**config.mk**
```make
export PLATFORM = sky130hd
export DESIGN_NAME = vector_writer
export DESIGN_NICKNAME = d
export VERILOG_FILES = /design/src/rtl/vector_writer.sv
export SDC_FILE = /design/constraint.sdc
export NUM_CORES = 1
export LEC_CHECK = 0
export ABC_AREA = 1
export CORE_AREA = 2 2 193 195
export CTS_BUF_LIST = sky130_fd_sc_hd__clkbuf_4 sky130_fd_sc_hd__clkbuf_8
export DETAILED_ROUTE_END_ITERATION = 12
export DIE_AREA = 0 0 195 197
export DONT_BUFFER_PORTS = 1
export SLEW_MARGIN = 20
export SYNTH_ARGS = -nofsm -noshare
export SYNTH_HDL_FRONTEND = slang
export SYNTH_SLANG_ARGS = --single-unit
```
**constraint.sdc**
```tcl
create_clock -name clock -period 7.4 [get_ports clock]
set_input_delay 1.48 -clock clock [delete_from_list [all_inputs] [get_ports clock]]
set_output_delay 1.48 -clock clock [all_outputs]
set_load 0.02 [all_outputs]
```
**src/rtl/vector_writer.sv**
```systemverilog
// vector_writer: streams a packed prev_vector section, and optionally a dist_vector
// section, to memory one word at a time using a four-phase enable/ready handshake.
//
// Ports:
//   clock, reset        rising-edge clock, synchronous active-low reset
//   enable              level; 1 runs a job, 0 aborts back to IDLE
//   mode                0 = prev section only, 1 = prev then dist section
//   starting_address    byte address of the first word written
//   prev_vector         MAX_NODES entries of INDEX_WIDTH bits, entry i at [i*INDEX_WIDTH +: ...]
//   dist_vector         MAX_NODES entries of VALUE_WIDTH bits, entry i at [i*VALUE_WIDTH +: ...]
//   number_of_nodes     entries per section, clamped to MAX_NODES
//   mem_write_enable    write request, held until mem_write_ready
//   mem_write_ready     memory acknowledge
//   mem_addr            word byte address
//   mem_write_data      packed word
//   ready               job finished, held until enable drops
//   error               handshake timeout, held until enable drops
module vector_writer #(
    parameter int unsigned MAX_NODES      = 16,
    parameter int unsigned INDEX_WIDTH    = 8,
    parameter int unsigned VALUE_WIDTH    = 16,
    parameter int unsigned MADDR_WIDTH    = 32,
    parameter int unsigned MDATA_WIDTH    = 32,
    parameter int unsigned TIMEOUT_CYCLES = 255
) (
    input  logic                             clock,
    input  logic                             reset,
    input  logic                             enable,
    input  logic                             mode,
    input  logic [MADDR_WIDTH-1:0]           starting_address,
    input  logic [MAX_NODES*INDEX_WIDTH-1:0] prev_vector,
    input  logic [MAX_NODES*VALUE_WIDTH-1:0] dist_vector,
    input  logic [INDEX_WIDTH-1:0]           number_of_nodes,
    output logic                             mem_write_enable,
    input  logic                             mem_write_ready,
    output logic [MADDR_WIDTH-1:0]           mem_addr,
    output logic [MDATA_WIDTH-1:0]           mem_write_data,
    output logic                             ready,
    output logic                             error
);

    localparam int unsigned LP  = MDATA_WIDTH / INDEX_WIDTH;
    localparam int unsigned LD  = MDATA_WIDTH / VALUE_WIDTH;
    localparam int unsigned NW  = $clog2(MAX_NODES + 1);
    localparam int unsigned KW  = $clog2(2 * MAX_NODES + 1);
    localparam int unsigned CW  = $clog2(TIMEOUT_CYCLES + 1);
    localparam int unsigned BPW = MDATA_WIDTH / 8;

    localparam logic [2:0] ST_IDLE    = 3'd0;
    localparam logic [2:0] ST_LOAD    = 3'd1;
    localparam logic [2:0] ST_REQ     = 3'd2;
    localparam logic [2:0] ST_RELEASE = 3'd3;
    localparam logic [2:0] ST_DONE    = 3'd4;
    localparam logic [2:0] ST_ERR     = 3'd5;

    logic [2:0]             state_q, state_d;
    logic                   mode_q, mode_d;
    logic [MADDR_WIDTH-1:0] base_q, base_d;
    logic [NW-1:0]          n_q, n_d;
    logic [KW-1:0]          word_q, word_d;
    logic [CW-1:0]          cnt_q, cnt_d;
    logic [MDATA_WIDTH-1:0] data_q, data_d;

    logic [NW-1:0]          n_in;
    logic [KW-1:0]          prev_words, dist_words, total_words, dist_idx;
    logic                   in_prev;
    logic                   timeout;
    logic [MDATA_WIDTH-1:0] word_data;

    assign n_in = (32'(number_of_nodes) > MAX_NODES) ? NW'(MAX_NODES) : NW'(number_of_nodes);

    assign prev_words  = KW'((32'(n_q) + LP - 1) / LP);
    assign dist_words  = KW'((32'(n_q) + LD - 1) / LD);
    assign total_words = prev_words + (mode_q ? dist_words : '0);
    // word_q counts words across both sections; dist words follow the last prev word
    assign in_prev     = word_q < prev_words;
    assign dist_idx    = word_q - prev_words;
    assign timeout     = (32'(cnt_q) + 1) >= TIMEOUT_CYCLES;

    // Walk every entry with constant selects; only those belonging to the current word land.
    always_comb begin
        word_data = '0;
        for (int unsigned e = 0; e < MAX_NODES; e++) begin
            if (NW'(e) < n_q) begin
                if (in_prev && word_q == KW'(e / LP)) begin
                    word_data[(e % LP) * INDEX_WIDTH +: INDEX_WIDTH] =
                        prev_vector[e * INDEX_WIDTH +: INDEX_WIDTH];
                end
                if (!in_prev && dist_idx == KW'(e / LD)) begin
                    word_data[(e % LD) * VALUE_WIDTH +: VALUE_WIDTH] =
                        dist_vector[e * VALUE_WIDTH +: VALUE_WIDTH];
                end
            end
        end
    end

    always_comb begin
        state_d = state_q;
        mode_d  = mode_q;
        base_d  = base_q;
        n_d     = n_q;
        word_d  = word_q;
        cnt_d   = cnt_q;
        data_d  = data_q;
        case (state_q)
            ST_IDLE: begin
                if (enable) begin
                    mode_d  = mode;
                    base_d  = starting_address;
                    n_d     = n_in;
                    word_d  = '0;
                    cnt_d   = '0;
                    state_d = (n_in == '0) ? ST_DONE : ST_LOAD;
                end
            end
            ST_LOAD: begin
                data_d  = word_data;
                cnt_d   = '0;
                state_d = ST_REQ;
            end
            ST_REQ: begin
                if (mem_write_ready) begin
                    cnt_d   = '0;
                    state_d = ST_RELEASE;
                end else if (timeout) begin
                    state_d = ST_ERR;
                end else begin
                    cnt_d = cnt_q + 1'b1;
                end
            end
            ST_RELEASE: begin
                if (!mem_write_ready) begin
                    cnt_d = '0;
                    if (word_q + 1'b1 < total_words) begin
                        word_d  = word_q + 1'b1;
                        state_d = ST_LOAD;
                    end else begin
                        state_d = ST_DONE;
                    end
                end else if (timeout) begin
                    state_d = ST_ERR;
                end else begin
                    cnt_d = cnt_q + 1'b1;
                end
            end
            ST_DONE, ST_ERR: begin
                state_d = state_q;
            end
            default: state_d = ST_IDLE;
        endcase
        if (!enable) begin
            state_d = ST_IDLE;
            cnt_d   = '0;
        end
    end

    always_ff @(posedge clock) begin
        if (!reset) begin
            state_q <= ST_IDLE;
            mode_q  <= 1'b0;
            base_q  <= '0;
            n_q     <= '0;
            word_q  <= '0;
            cnt_q   <= '0;
            data_q  <= '0;
        end else begin
            state_q <= state_d;
            mode_q  <= mode_d;
            base_q  <= base_d;
            n_q     <= n_d;
            word_q  <= word_d;
            cnt_q   <= cnt_d;
            data_q  <= data_d;
        end
    end

    assign mem_write_enable = (state_q == ST_REQ);
    assign ready            = (state_q == ST_DONE);
    assign error            = (state_q == ST_ERR);
    assign mem_addr         = (state_q == ST_IDLE) ? '0 :
                              base_q + MADDR_WIDTH'(word_q) * MADDR_WIDTH'(BPW);
    // LOAD shows the freshly assembled word; data_q keeps it stable through the handshake
    assign mem_write_data   = (state_q == ST_IDLE) ? '0 :
                              (state_q == ST_LOAD) ? word_data : data_q;

endmodule

```
==> flow_summary.ini <==
[run_status]
status = finished clean

[critical_path]
slowest_stage = dfxtp_1
cp.required_ns = 5.92
cp_num_buf_inv = 2
slowest_delay_ns = 0.48
timing_worst_setup_path_type = register to output port
crit_path_end_kind = output port
cp-start-kind = register
crit_top_cell = nand2_1
path_delay_family = simple AND/OR/NAND/NOR gates
critPathMaxFanout = 19
crit_arrival_ns = 5.21
path_cells = inv_1, ha_1, or2_2, xor2_1, ha_1, nand2_1, nand2_1, nand2_1, nand2_1, nor2_1, nor2_2, nor2_8, nand2_2, nor2_4, inv_1, nand2_1, a21oi_1, a21oi_1, o21bai_1, nand3b_1, nand2_1, nand3_1, nand2_1, nor2_1

[final_layout]
area_delta_synth_final_pct = 6.101
final_nets = 2385
drive_above_1_share_pct = 4.661

[clocking]
path_clk_slew_ns = 0.11
cts_made_buffers = 9
cts_resized = 0
cts_setup_buffers = 0
clk_latency_ns = 0.38
htreeDepth = 3
clk_path_buf_depth = 2
cts_tree = done
postCtsHoldBufs = 0
numClockSinks = 87
cts-root-buf = clkbuf_8

[sta]
slew_viol_final = 0
worst_slew_pin_slew_ns = 1.031
clock.fmax_mhz = 149.5
hold_viol = 0
rsz0062_at_grt = false
setup_viol = 0
finClkSkew_ns = 0.01310
fin_crit_ns = 6.687
setup_tns_ns = 0
min_period_over_period_pct = 90.36
relSlewSlack_pct = 30.75

[yosys]
ys_top_cells_by_count = 707 x nand2_1, 318 x inv_1, 167 x o21ai_0, 165 x nor2_1, 117 x a21oi_1
ys_ff_latch = 87
netlist_instances = 1977
synth_area_um2 = 10250
synth_flop_cell = dfxtp_1
synth_nets = 2436
syn_avg_cell_area_um2 = 5.186
synth_top_area_cell = nand2_1
yosys_warnings = 0
synthArstFlopShare_pct = 0
synth_area_leaders = nand2_1 26%, dfxtp_1 17%, inv_1 12%
ys_types = 49
synth_enable_flop_cells = 0
yosysSeqAreaShare_pct = 16.99
yosysMostFrequentCell = nand2_1
synth_top_area_share_pct = 25.88

[floorplanning]
fp.dieW_um = 195
dieArea_um2 = 38420
num_rows = 70
fp.coreArea_um2 = 36260
ios = 496
start_util_pct = 28.28
die_h_um = 197

[power]
intPower_w = 0.0008184
p_comb_share_pct = 39.0
power_w = 0.001467
clockPowerShare_pct = 25.5
powerDensity_nw_per_um2 = 134.9
ir_drop_uv = 94.51
swShare_pct = 44.23
pwr-share-seq_pct = 35.5
p_sw_w = 0.0006490
power.leakage_nw = 5.241

[routing]
vias_per_cell = 5.133
wl_per_cell_um = 21.75
drtIter0Drc = 872
ant_nets = 0
wirelength_um = 52540
drcViolationCount = 0
dr.pass1.iters = 5
vias = 12400

[global_routing]
grt_max_degree = 62
grt_pass1_wl_um = 74220
grt_overflow = 0
grt_pass1_vias = 11270
antenna_found_initial = 27
track_usage_pct = 25.95

[worst_hold_path]
hold_path_class = register to register

[placed_design]
gp_congestion = 0.9941
hpwlAfterDp_um = 44600
port_buffers = 0

[run]
maxCapViolations = 0
worst reg2reg max path, cell delays in order (launching register included):
cell     delay (ns)
dfxtp_1        0.48
inv_1          0.11
ha_1           0.23
or2_2          0.30
xor2_1         0.21
ha_1           0.35
nand2_1        0.09
nand2_1        0.08
nand2_1        0.09
nand2_1        0.05
nor2_1         0.14
nor2_2         0.08
nor2_8         0.33
nand2_2        0.16
nor2_4         0.39
inv_1          0.31
nand2_1        0.26
nor2_1         0.07
nand2_1        0.10
nand2_1        0.06
nand2_1        0.06
nand2_1        0.05
nand2_1        0.16
nand2_1        0.08
nand2_1        0.12
nand2_1        0.06
nand2_1        0.07
a21oi_1        0.06
flip-flops by register name, indices dropped and copies added (netlist names):
name     count
data_q      32
cnt_q        8
state_q      3
word_q       6
mode_q       1
n_q          5
base_q      32
per-stage QoR:
stage	utilization [%]	hold slack, ns	cell area (µm²)	instances	worst slack, ns
3_5_place_dp	29.27	0.4483	10610	2382	1.092
5_1_grt	29.98	0.4857	10870	2412	0.2816
4_1_cts	29.85	0.4628	10820	2398	0.6548
6_report	30.00	0.4597	10880	2415	0.7131
3_3_place_gp	29.27	0.4404	10610	2382	1.110
2_1_floorplan	-	0.4300	10250	1977	2.491
layer usage:
metal / part of all wire (%) / routed length [µm] / GRT usage (%)
met5: 0.25 / 133 / 0
met4: 2.7 / 1436 / 8.199
met3: 10 / 5462 / 8.658
met2: 47 / 24790 / 44.27
met1: 39 / 20710 / 30.72
power groups by stage:
stage	clock network (W)	registers (W)	logic, W
after floorplan	0	0.000523	0.000406
after global placement	0	0.000531	0.000564
after detailed placement	0	0.000532	0.000568
after CTS	0.000381	0.000521	0.000569
after global routing	0.000398	0.000525	0.000643
final	0.000374	0.000522	0.000572
cell usage in the layout, fill, tap and decap left out, types with 2 or more instances in the layout:
cell type	n
nand3b_1	9
buf_4	12
nand2_2	5
or2_2	28
clkinv_1	6
a31oi_1	3
inv_1	318
o21ai_0	167
inv_8	3
o211ai_1	6
xnor2_1	4
diode_2	16
clkbuf_8	9
nor2_2	7
fa_1	3
a22oi_1	2
nor2_1	164
nand3_1	87
nor4_1	9
nand4_1	22
a21oi_1	117
nor3_1	36
dfxtp_1	87
or2_0	4
nor2_4	6
nand2_1	707
ha_1	27
nand3_2	2
o21bai_1	9
xor2_1	15
a211oi_1	11
o22ai_1	4
o21ai_1	13
inv_2	10
cell type report:
class                           count  area [µm²]
Antenna cell                       16       40.04
Clock buffer                        9       123.9
Clock inverter                      7       88.84
Fill cell                        4220       25380
Inverter                          334        1254
Multi-Input combinational cell   1481        6940
Sequential cell                    87        1742
Tap cell                          468       585.6
Timing Repair Buffer               13       105.1
final timing paths:
kind	from	to	slack (ns)	depth (start not counted)
max	n_q[0]	mem_write_data[31]	0.71	24
min	base_q[0]	base_q[0]	0.46	2
max reg2reg	n_q[0]	data_q[24]	2.71	27
min reg2reg	base_q[0]	base_q[0]	0.46	2
kinds of logic (layout without fill, tap and decap cells):
kind of cell | after synthesis | count (layout) | share of synthesized area [%]
other | 0 | 16 | 0
XOR/XNOR | 19 | 19 | 1.623
buffers and inverters | 409 | 363 | 15.45
AO/OA/AOI/OAI | 341 | 341 | 17.73
adder cells (fa/ha/maj) | 30 | 30 | 3.880
flip-flops | 87 | 87 | 16.99
AND/OR/NAND/NOR | 1091 | 1091 | 44.33
No activity file was read; power rests on OpenSTA's default activity.
